File: src/rtl/sync_fifo_v2.sv
// Parametrised synchronous FIFO: arbitrary depth, exact occupancy, programmable
// almost-full/almost-empty thresholds, sticky error flags, show-ahead or
// registered read port.
module sync_fifo_v2 #(
  parameter int unsigned DATA_WIDTH = 8,
  parameter int unsigned DEPTH      = 8,
  parameter int unsigned SHOW_AHEAD = 1,
  localparam int unsigned CNT_W     = $clog2(DEPTH + 1)
) (
  input  logic                  clk,
  input  logic                  reset,
  input  logic                  write_en,
  input  logic [DATA_WIDTH-1:0] write_data,
  output logic                  full,
  output logic                  A_full,
  input  logic                  read_en,
  output logic [DATA_WIDTH-1:0] read_data,
  output logic                  read_valid,
  output logic                  empty,
  output logic                  A_empty,
  output logic [CNT_W-1:0]      count,
  input  logic [CNT_W-1:0]      a_full_thr,
  input  logic [CNT_W-1:0]      a_empty_thr,
  output logic                  overflow,
  output logic                  underflow,
  input  logic                  err_clr
);

  localparam int unsigned PTR_W = (DEPTH > 1) ? $clog2(DEPTH) : 1;

  logic [DATA_WIDTH-1:0] mem [DEPTH];
  logic [PTR_W-1:0]      head;
  logic [PTR_W-1:0]      tail;
  logic                  wa;
  logic                  ra;

  // Pointer increment with explicit wrap so non-power-of-two depths work.
  function automatic logic [PTR_W-1:0] ptr_inc(input logic [PTR_W-1:0] p);
    return (p == PTR_W'(DEPTH - 1)) ? '0 : p + PTR_W'(1);
  endfunction

  // Status flags decoded from the registered count and live thresholds.
  assign full    = (count == CNT_W'(DEPTH));
  assign empty   = (count == '0);
  assign A_full  = (count >= a_full_thr);
  assign A_empty = (count <= a_empty_thr);

  // Accepted operations; a full FIFO never accepts a write, even with a read.
  assign wa = write_en && !full;
  assign ra = read_en && !empty;

  // Storage array, intentionally left out of reset.
  always_ff @(posedge clk) begin
    if (wa) mem[head] <= write_data;
  end

  // Pointers and occupancy.
  always_ff @(posedge clk or negedge reset) begin
    if (!reset) begin
      head  <= '0;
      tail  <= '0;
      count <= '0;
    end else begin
      if (wa) head <= ptr_inc(head);
      if (ra) tail <= ptr_inc(tail);
      unique case ({wa, ra})
        2'b10:   count <= count + CNT_W'(1);
        2'b01:   count <= count - CNT_W'(1);
        default: count <= count;
      endcase
    end
  end

  // Sticky error flags; a new error beats a simultaneous clear.
  always_ff @(posedge clk or negedge reset) begin
    if (!reset) begin
      overflow  <= 1'b0;
      underflow <= 1'b0;
    end else begin
      if (write_en && full) overflow <= 1'b1;
      else if (err_clr)     overflow <= 1'b0;
      if (read_en && empty) underflow <= 1'b1;
      else if (err_clr)     underflow <= 1'b0;
    end
  end

  generate
    if (SHOW_AHEAD != 0) begin : g_show_ahead
      // Head entry falls through to the read port.
      assign read_data  = mem[tail];
      assign read_valid = !empty;
    end else begin : g_registered
      logic [DATA_WIDTH-1:0] rd_q;
      logic                  rv_q;

      // Popped entry is registered; valid pulses for the cycle after a pop.
      always_ff @(posedge clk or negedge reset) begin
        if (!reset) begin
          rd_q <= '0;
          rv_q <= 1'b0;
        end else begin
          rv_q <= ra;
          if (ra) rd_q <= mem[tail];
        end
      end

      assign read_data  = rd_q;
      assign read_valid = rv_q;
    end
  endgenerate

endmodule
File: config.mk
export PLATFORM = sky130hd
export DESIGN_NAME = sync_fifo_v2
export DESIGN_NICKNAME = d
export VERILOG_FILES = /design/src/rtl/sync_fifo_v2.sv
export SDC_FILE = /design/constraint.sdc
export NUM_CORES = 1
export LEC_CHECK = 0
export CORE_MARGIN = 10
export CORE_UTILIZATION = 40
export CTS_CLUSTER_DIAMETER = 200
export DETAILED_ROUTE_END_ITERATION = 6
export PLACE_DENSITY = 0.62
export SLEW_MARGIN = 15
export SYNTH_ARGS = -nofsm -noshare
export SYNTH_HDL_FRONTEND = slang
export SYNTH_SLANG_ARGS = --single-unit
File: constraint.sdc
create_clock -name clk -period 3.4 [get_ports clk]
set_input_delay 0.68 -clock clk [delete_from_list [all_inputs] [get_ports clk]]
set_output_delay 0.68 -clock clk [all_outputs]
set_load 0.01 [all_outputs]
==> impl_metrics.ini, run 1 <==
[run_status]
status = finished clean

[yosys]
synth_area_leader_cell = edfxtp_1
synth_enable_flop_cells = 64
async_flop_share = 0.158
synth_adder_area_share = 0.0554
synth_top_family_by_area = multiplexers
synthXorXnorAreaFrac = 0.0129
syn_nets = 220
syn_inst = 184
ys_seq_area_frac = 0.655
muxShareOfSynthArea = 0.167
yosys-top-cells-area = edfxtp_1 57%, dfrtp_1 8.9%, mux4_1 6.2%
synth_most_common_cell = edfxtp_1
synth_ff_type = edfxtp_1
synth_area_mm2 = 0.00339
yosys_warnings = 0
synth_compound_area_frac = 0.0273
synth_commonest_cells = 64 x edfxtp_1, 15 x ha_1, 12 x dfrtp_1
synthDistinctLibCells = 34
ys_ff_latch = 76
yosys.area.top_type_share = 0.567
yosys.area_share.simple = 0.0531
synth.avg_cell_area_um2 = 18.4

[timing]
clock_skew_ns = 0.00635
grt_setup_unrepaired = false
max_slew.worst_pin.slew_ns = 0.785
hold_viol = 0
min_period_ns = 3.14
fmaxAchievable_ghz = 0.319
drv_slew = 0
fin_tns_setup_ns = 0
max-slew-margin-rel = 0.477
setup-violations-final = 0
finalCritPeriodShare = 0.923

[global_routing]
grt_max_degree = 20
grt.overflow.total = 0
grt_first_pass_wirelength_um = 9590
grt.total_usage = 0.0967
grt_pass1_vias = 1835
antenna_found_initial = 0

[power_and_ir_drop]
sw_frac_of_total = 0.302
ir_worst_vdd_mv = 0.328
power_density_mw_per_mm2 = 800
leakage_uw = 0.00156
seq_power_share = 0.425
p_int_uw = 2320
p_switching_uw = 1000
clockPowerShare = 0.194
p_comb_frac = 0.381

[setup_path]
arrival_ns = 2.46
required_ns = 2.72
r2r-end = count[2]
critPathLaunchType = input port
crit_type = input port to output pin
critical_path.startpoint = a_full_thr[0]
r2r_cells = 9
end_kind = output pin
path_max_fanout = 1
reg2reg_from = count[2]
r2r_slack_ns = 0.82
setup.worst_path.end = A_full

[detailed_routing]
drt_iter0_drc = 83
routedWlPerCell_um = 16.8
num_vias = 1777
drc = 0
drtAntennaViolNets = 0
firstDrtPassIters = 4
routed_wl_um = 5890
avgViaCountPerCell = 5.08

[placement]
place_hpwl_um = 4120
port-buffer-count = 39
gp_congestion = 0.667

[final_layout]
layout-drive-gt1-share = 0.200
antennaDiodeCount = 0
final_core_util = 0.505
final_nets = 276
area_delta_synth_final_pct = 22.3

[min_path]
hold_class = flip-flop to flip-flop
holdPathStages = 2

[clocking]
clock-sinks = 76
h-tree-depth = 3
clockBufferDepth = 2
clk_latency_ns = 0.33
cts_tree = yes
root_buffer = clkbuf_8
cts_buffers = 9
path_clk_slew_ns = 0.07

[floorplan]
die_width_um = 112
start_util = 0.413
core_area_mm2 = 0.00822
std_cell_rows = 33
die-area_mm2 = 0.0126
dieHeight_um = 112
pin_count = 40

[flow_run]
drv_cap = 0
## timing repair
| item | CTS | global route |
|---|---|---|
| setup endpoints to repair | 0 | 1 |
| hold buffers | 0 | 0 |
| endpoints found under the hold margin | 0 | 0 |
| gates resized for setup | 0 | 1 |
| setup buffers | 0 | 0 |
## power groups by stage
stage	Combinational, uW	Clock, uW	Sequential (uW)
detailed placement	1310	0	1440
floorplan	899	0	1330
global route	1390	710	1440
CTS	1310	667	1420
global placement	1300	0	1430
finish	1260	644	1410
## placed cells by master (no fill, tap or decap), types with 4 or more instances in the layout
| master | netlist | final |
|---|---|---|
| a21o_1 | 5 | 5 |
| edfxtp_1 | 64 | 64 |
| ha_1 | 15 | 15 |
| xor2_1 | 4 | 4 |
| clkbuf_8 | 0 | 9 |
| mux4_2 | 8 | 8 |
| nor2_1 | 4 | 4 |
| o21ai_0 | 4 | 4 |
| inv_1 | 11 | 11 |
| nand2b_1 | 4 | 4 |
| mux4_1 | 8 | 8 |
| buf_4 | 1 | 13 |
| clkdlybuf4s50_1 | 0 | 38 |
| dfrtp_1 | 12 | 12 |
| mux2_4 | 8 | 8 |
| nor3_1 | 6 | 6 |
## per-stage QoR
| step | setup WS, ns | instance area, um^2 | hold slack (ns) | cells | power, uW |
|---|---|---|---|---|---|
| after floorplan | 0.936 | 3390 | 0.384 | 184 | 2230 |
| after global placement | 0.129 | 3950 | 0.512 | 334 | 2720 |
| after detailed placement | 0.121 | 3950 | 0.531 | 334 | 2740 |
| after CTS | 0.101 | 4150 | 0.537 | 350 | 3390 |
| after global routing | 0.167 | 4150 | 0.552 | 350 | 3540 |
| final | 0.261 | 4150 | 0.530 | 350 | 3320 |
## per-layer routing
| metal | GRT usage | routed length (um) | up-vias |
|---|---|---|---|
| li1 | - | - | 839 |
| met1 | 0.110 | 2510 | 895 |
| met2 | 0.162 | 3040 | 38 |
| met3 | 0.0309 | 264 | 5 |
| met4 | 0.0448 | 74 | 0 |
| met5 | 0 | 0 | - |
## flip-flops by register name, indices dropped and copies added (netlist names)
name and count:
head 3, count 4, overflow 1, tail 3, mem 64, underflow 1
## layout make-up
cell class | instances | area, um^2
Sequential cell | 76 | 2220
Timing Repair Buffer | 52 | 490
Fill cell | 660 | 4070
Tap cell | 105 | 131
Clock buffer | 9 | 124
Inverter | 11 | 41.3
Multi-Input combinational cell | 90 | 1070
Clock inverter | 7 | 67.6
## worst min-delay path by stage
stage | from | endpoint
finish | underflow | underflow
global placement | underflow | underflow
detailed placement | underflow | underflow
CTS | underflow | underflow
floorplan | reset | count[0]
global route | underflow | underflow
## worst max-delay path, cell delays in order
cell,delay [ns]
clkdlybuf4s50_1,0.45
ha_1,0.21
nand2b_1,0.14
a21o_1,0.17
a21o_1,0.17
a21o_1,0.17
clkdlybuf4s50_1,0.48
## logic make-up (layout without fill, tap and decap cells)
family / after synthesis / count (layout)
AO/OA/AOI/OAI: 14 / 14
XOR/XNOR: 5 / 5
adder cells (fa/ha/maj): 15 / 15
buffers and inverters: 18 / 79
flip-flops: 76 / 76
multiplexers: 29 / 29
AND/OR/NAND/NOR: 27 / 27
(Power assumes the default switching activity.)
==> run 2: changes to the inputs <==
--- a/config.mk
+++ b/config.mk
@@ -5,11 +5,13 @@
 export SDC_FILE = /design/constraint.sdc
 export NUM_CORES = 1
 export LEC_CHECK = 0
+export CELL_PAD_IN_SITES_DETAIL_PLACEMENT = 0
+export CELL_PAD_IN_SITES_GLOBAL_PLACEMENT = 1
 export CORE_MARGIN = 10
 export CORE_UTILIZATION = 40
 export CTS_CLUSTER_DIAMETER = 200
 export DETAILED_ROUTE_END_ITERATION = 6
-export PLACE_DENSITY = 0.62
+export PLACE_DENSITY = 0.7
 export SLEW_MARGIN = 15
 export SYNTH_ARGS = -nofsm -noshare
 export SYNTH_HDL_FRONTEND = slang
==> run 2 against run 1 <==
Critical endpoint unchanged. Utilization rose by 0.18 points. Sequential power barely moved. Worst hold slack improved by 0.0020 ns. Register-to-register slack barely moved. Clock-buffer cell count did not move. Die area did not move. Critical path depth did not move. First-iteration DRC count fell by 22%. Global-route usage rose by 0.29 points. Non-clock buffer count did not move. Wire length rose by 2.9%.
==> impl_metrics.ini, run 2 (synthesis gave the netlist of run 1 again) <==
[run_status]
status = finished clean

[setup_path]
cp_slowest_stage_delay_ns = 0.48
r2r-end = count[2]
r2r_cells = 10
crit_type = input port to output pin
cpMostUsedCell = a21o_1
path_max_fanout = 1
critPathLaunchType = input port
required_ns = 2.72
crit_slowest_cell = clkdlybuf4s50_1
critPathTopFamily = buffers and inverters
crit_buf_inv = 2
arrival_ns = 2.47
r2r_slack_ns = 0.83
end_kind = output pin
critical_path.startpoint = a_full_thr[0]
reg2reg_from = count[2]
worstPathCellList = clkdlybuf4s50_1, ha_1, nand2b_1, a21o_1, a21o_1, a21o_1, clkdlybuf4s50_1

[floorplan]
core_area_mm2 = 0.00822
die-area_mm2 = 0.0126
pin_count = 40
start_util = 0.413
std_cell_rows = 33
dieHeight_um = 112
die_width_um = 112

[power_and_ir_drop]
seq_power_share = 0.415
clockPowerShare = 0.209
leakage_uw = 0.00157
power_density_mw_per_mm2 = 814
p_switching_uw = 1060
p_int_uw = 2330
sw_frac_of_total = 0.312
p_comb_frac = 0.376
ir_worst_vdd_mv = 0.303

[final_layout]
final_nets = 276
reg_top3 = mem: 64 flops, count: 4 flops
area_delta_synth_final_pct = 22.8
layout_common_cells = 64 x edfxtp_1, 38 x clkdlybuf4s50_1, 15 x ha_1
antennaDiodeCount = 0
layout-drive-gt1-share = 0.208
filler_cell_count = 670
final_core_util = 0.507
top_register = mem
largest_reg_flops = 64
final_common_cell = edfxtp_1

[detailed_routing]
routed_wl_um = 6060
wl_met2_um = 2900
firstDrtPassIters = 4
drtAntennaViolNets = 0
highest_layer = met4
drc = 0
drt_iter0_drc = 65
num_vias = 1760
wl_met3_um = 290
avgViaCountPerCell = 5.03
drt-met1-wl_um = 2720
routedWlPerCell_um = 17.3

[timing]
max-slew-margin-rel = 0.493
clock_skew_ns = 0.00622
hold_viol = 0
fmaxAchievable_ghz = 0.317
fin_tns_setup_ns = 0
drv_slew = 0
setup-violations-final = 0
grt_setup_unrepaired = false
setup_ws_ns = 0.247
finalCritPeriodShare = 0.927
max_slew.worst_pin.slew_ns = 0.761
min_period_ns = 3.15

[global_routing]
grt.total_usage = 0.0997
antenna_found_initial = 0
grt.overflow.total = 0
grt_first_pass_wirelength_um = 9870
grt_max_degree = 20
grt_pass1_vias = 1797

[clocking]
clockBufferDepth = 2
path_clk_slew_ns = 0.08
post_cts_buffers = 0
clock-sinks = 76
clk_latency_ns = 0.35
cts_tree = yes
cts_buffers = 9
h-tree-depth = 3
root_buffer = clkbuf_8

[flow_run]
drv_cap = 0

[placement]
port-buffer-count = 39
place_ws_ns = 0.0801
gp_congestion = 0.679
place_hpwl_um = 4210

[min_path]
holdPathStages = 2
hold_start = overflow
hold_class = flip-flop to flip-flop
min_to = overflow
[run 2: cell count changes in the layout (fill, tap and decap cells not counted)]
cell,delta
clkinv_4,-1
clkinv_2,-1
inv_6,+2
clkinv_1,-2
clkinvlp_4,+1
inv_8,+1
[run 2: power groups by stage]
stage | logic [uW] | clock network (uW) | registers (uW)
2_1_floorplan | 899 | 0 | 1330
6_report | 1270 | 709 | 1400
4_1_cts | 1310 | 721 | 1410
5_1_grt | 1410 | 760 | 1440
3_3_place_gp | 1300 | 0 | 1430
3_5_place_dp | 1310 | 0 | 1430
[run 2: worst min-delay path, delay by kind of cell (launching register included)]
kind,cells,cell delay [ns]
DFF,1,0.38
buffers and inverters,1,0.05
AOI/OAI and AO/OA,1,0.06
[run 2: worst max-delay path by stage]
| stage | to | slack [ns] | cells past startpoint |
|---|---|---|---|
| after floorplan | count[2] | 0.94 | 11 |
| after global placement | A_empty | 0.13 | 8 |
| after detailed placement | A_empty | 0.08 | 8 |
| after CTS | A_empty | 0.06 | 8 |
| after global routing | A_full | 0.17 | 7 |
| final | A_full | 0.25 | 7 |
[run 2: cell type report]
cell class | instances | area [um^2] | area share
Sequential cell | 76 | 2220 | 0.534
Clock inverter | 7 | 82.6 | 0.0198
Timing Repair Buffer | 52 | 490 | 0.118
Multi-Input combinational cell | 90 | 1070 | 0.257
Clock buffer | 9 | 124 | 0.0298
Inverter | 11 | 41.3 | 0.00992
Tap cell | 105 | 131 | 0.0316
[run 2: metrics by stage]
| stage | std cells | hold slack, ns | total power [uW] | instance area [um^2] |
|---|---|---|---|---|
| 6_report | 350 | 0.532 | 3390 | 4160 |
| 5_1_grt | 350 | 0.582 | 3610 | 4160 |
| 4_1_cts | 350 | 0.536 | 3440 | 4160 |
| 3_5_place_dp | 334 | 0.521 | 2740 | 3950 |
| 3_3_place_gp | 334 | 0.511 | 2720 | 3950 |
| 2_1_floorplan | 184 | 0.384 | 2230 | 3390 |
[run 2: per-layer routing]
metal  GRT usage  vias up
li1            -      834
met1       0.125      880
met2       0.152       34
met3      0.0261       12
met4      0.0584        0
met5           0        -
[run 2: what timing repair did]
item	4_1_cts	5_1_grt
setup endpoints to repair	0	1
resized for setup	0	1
hold buffers	0	0
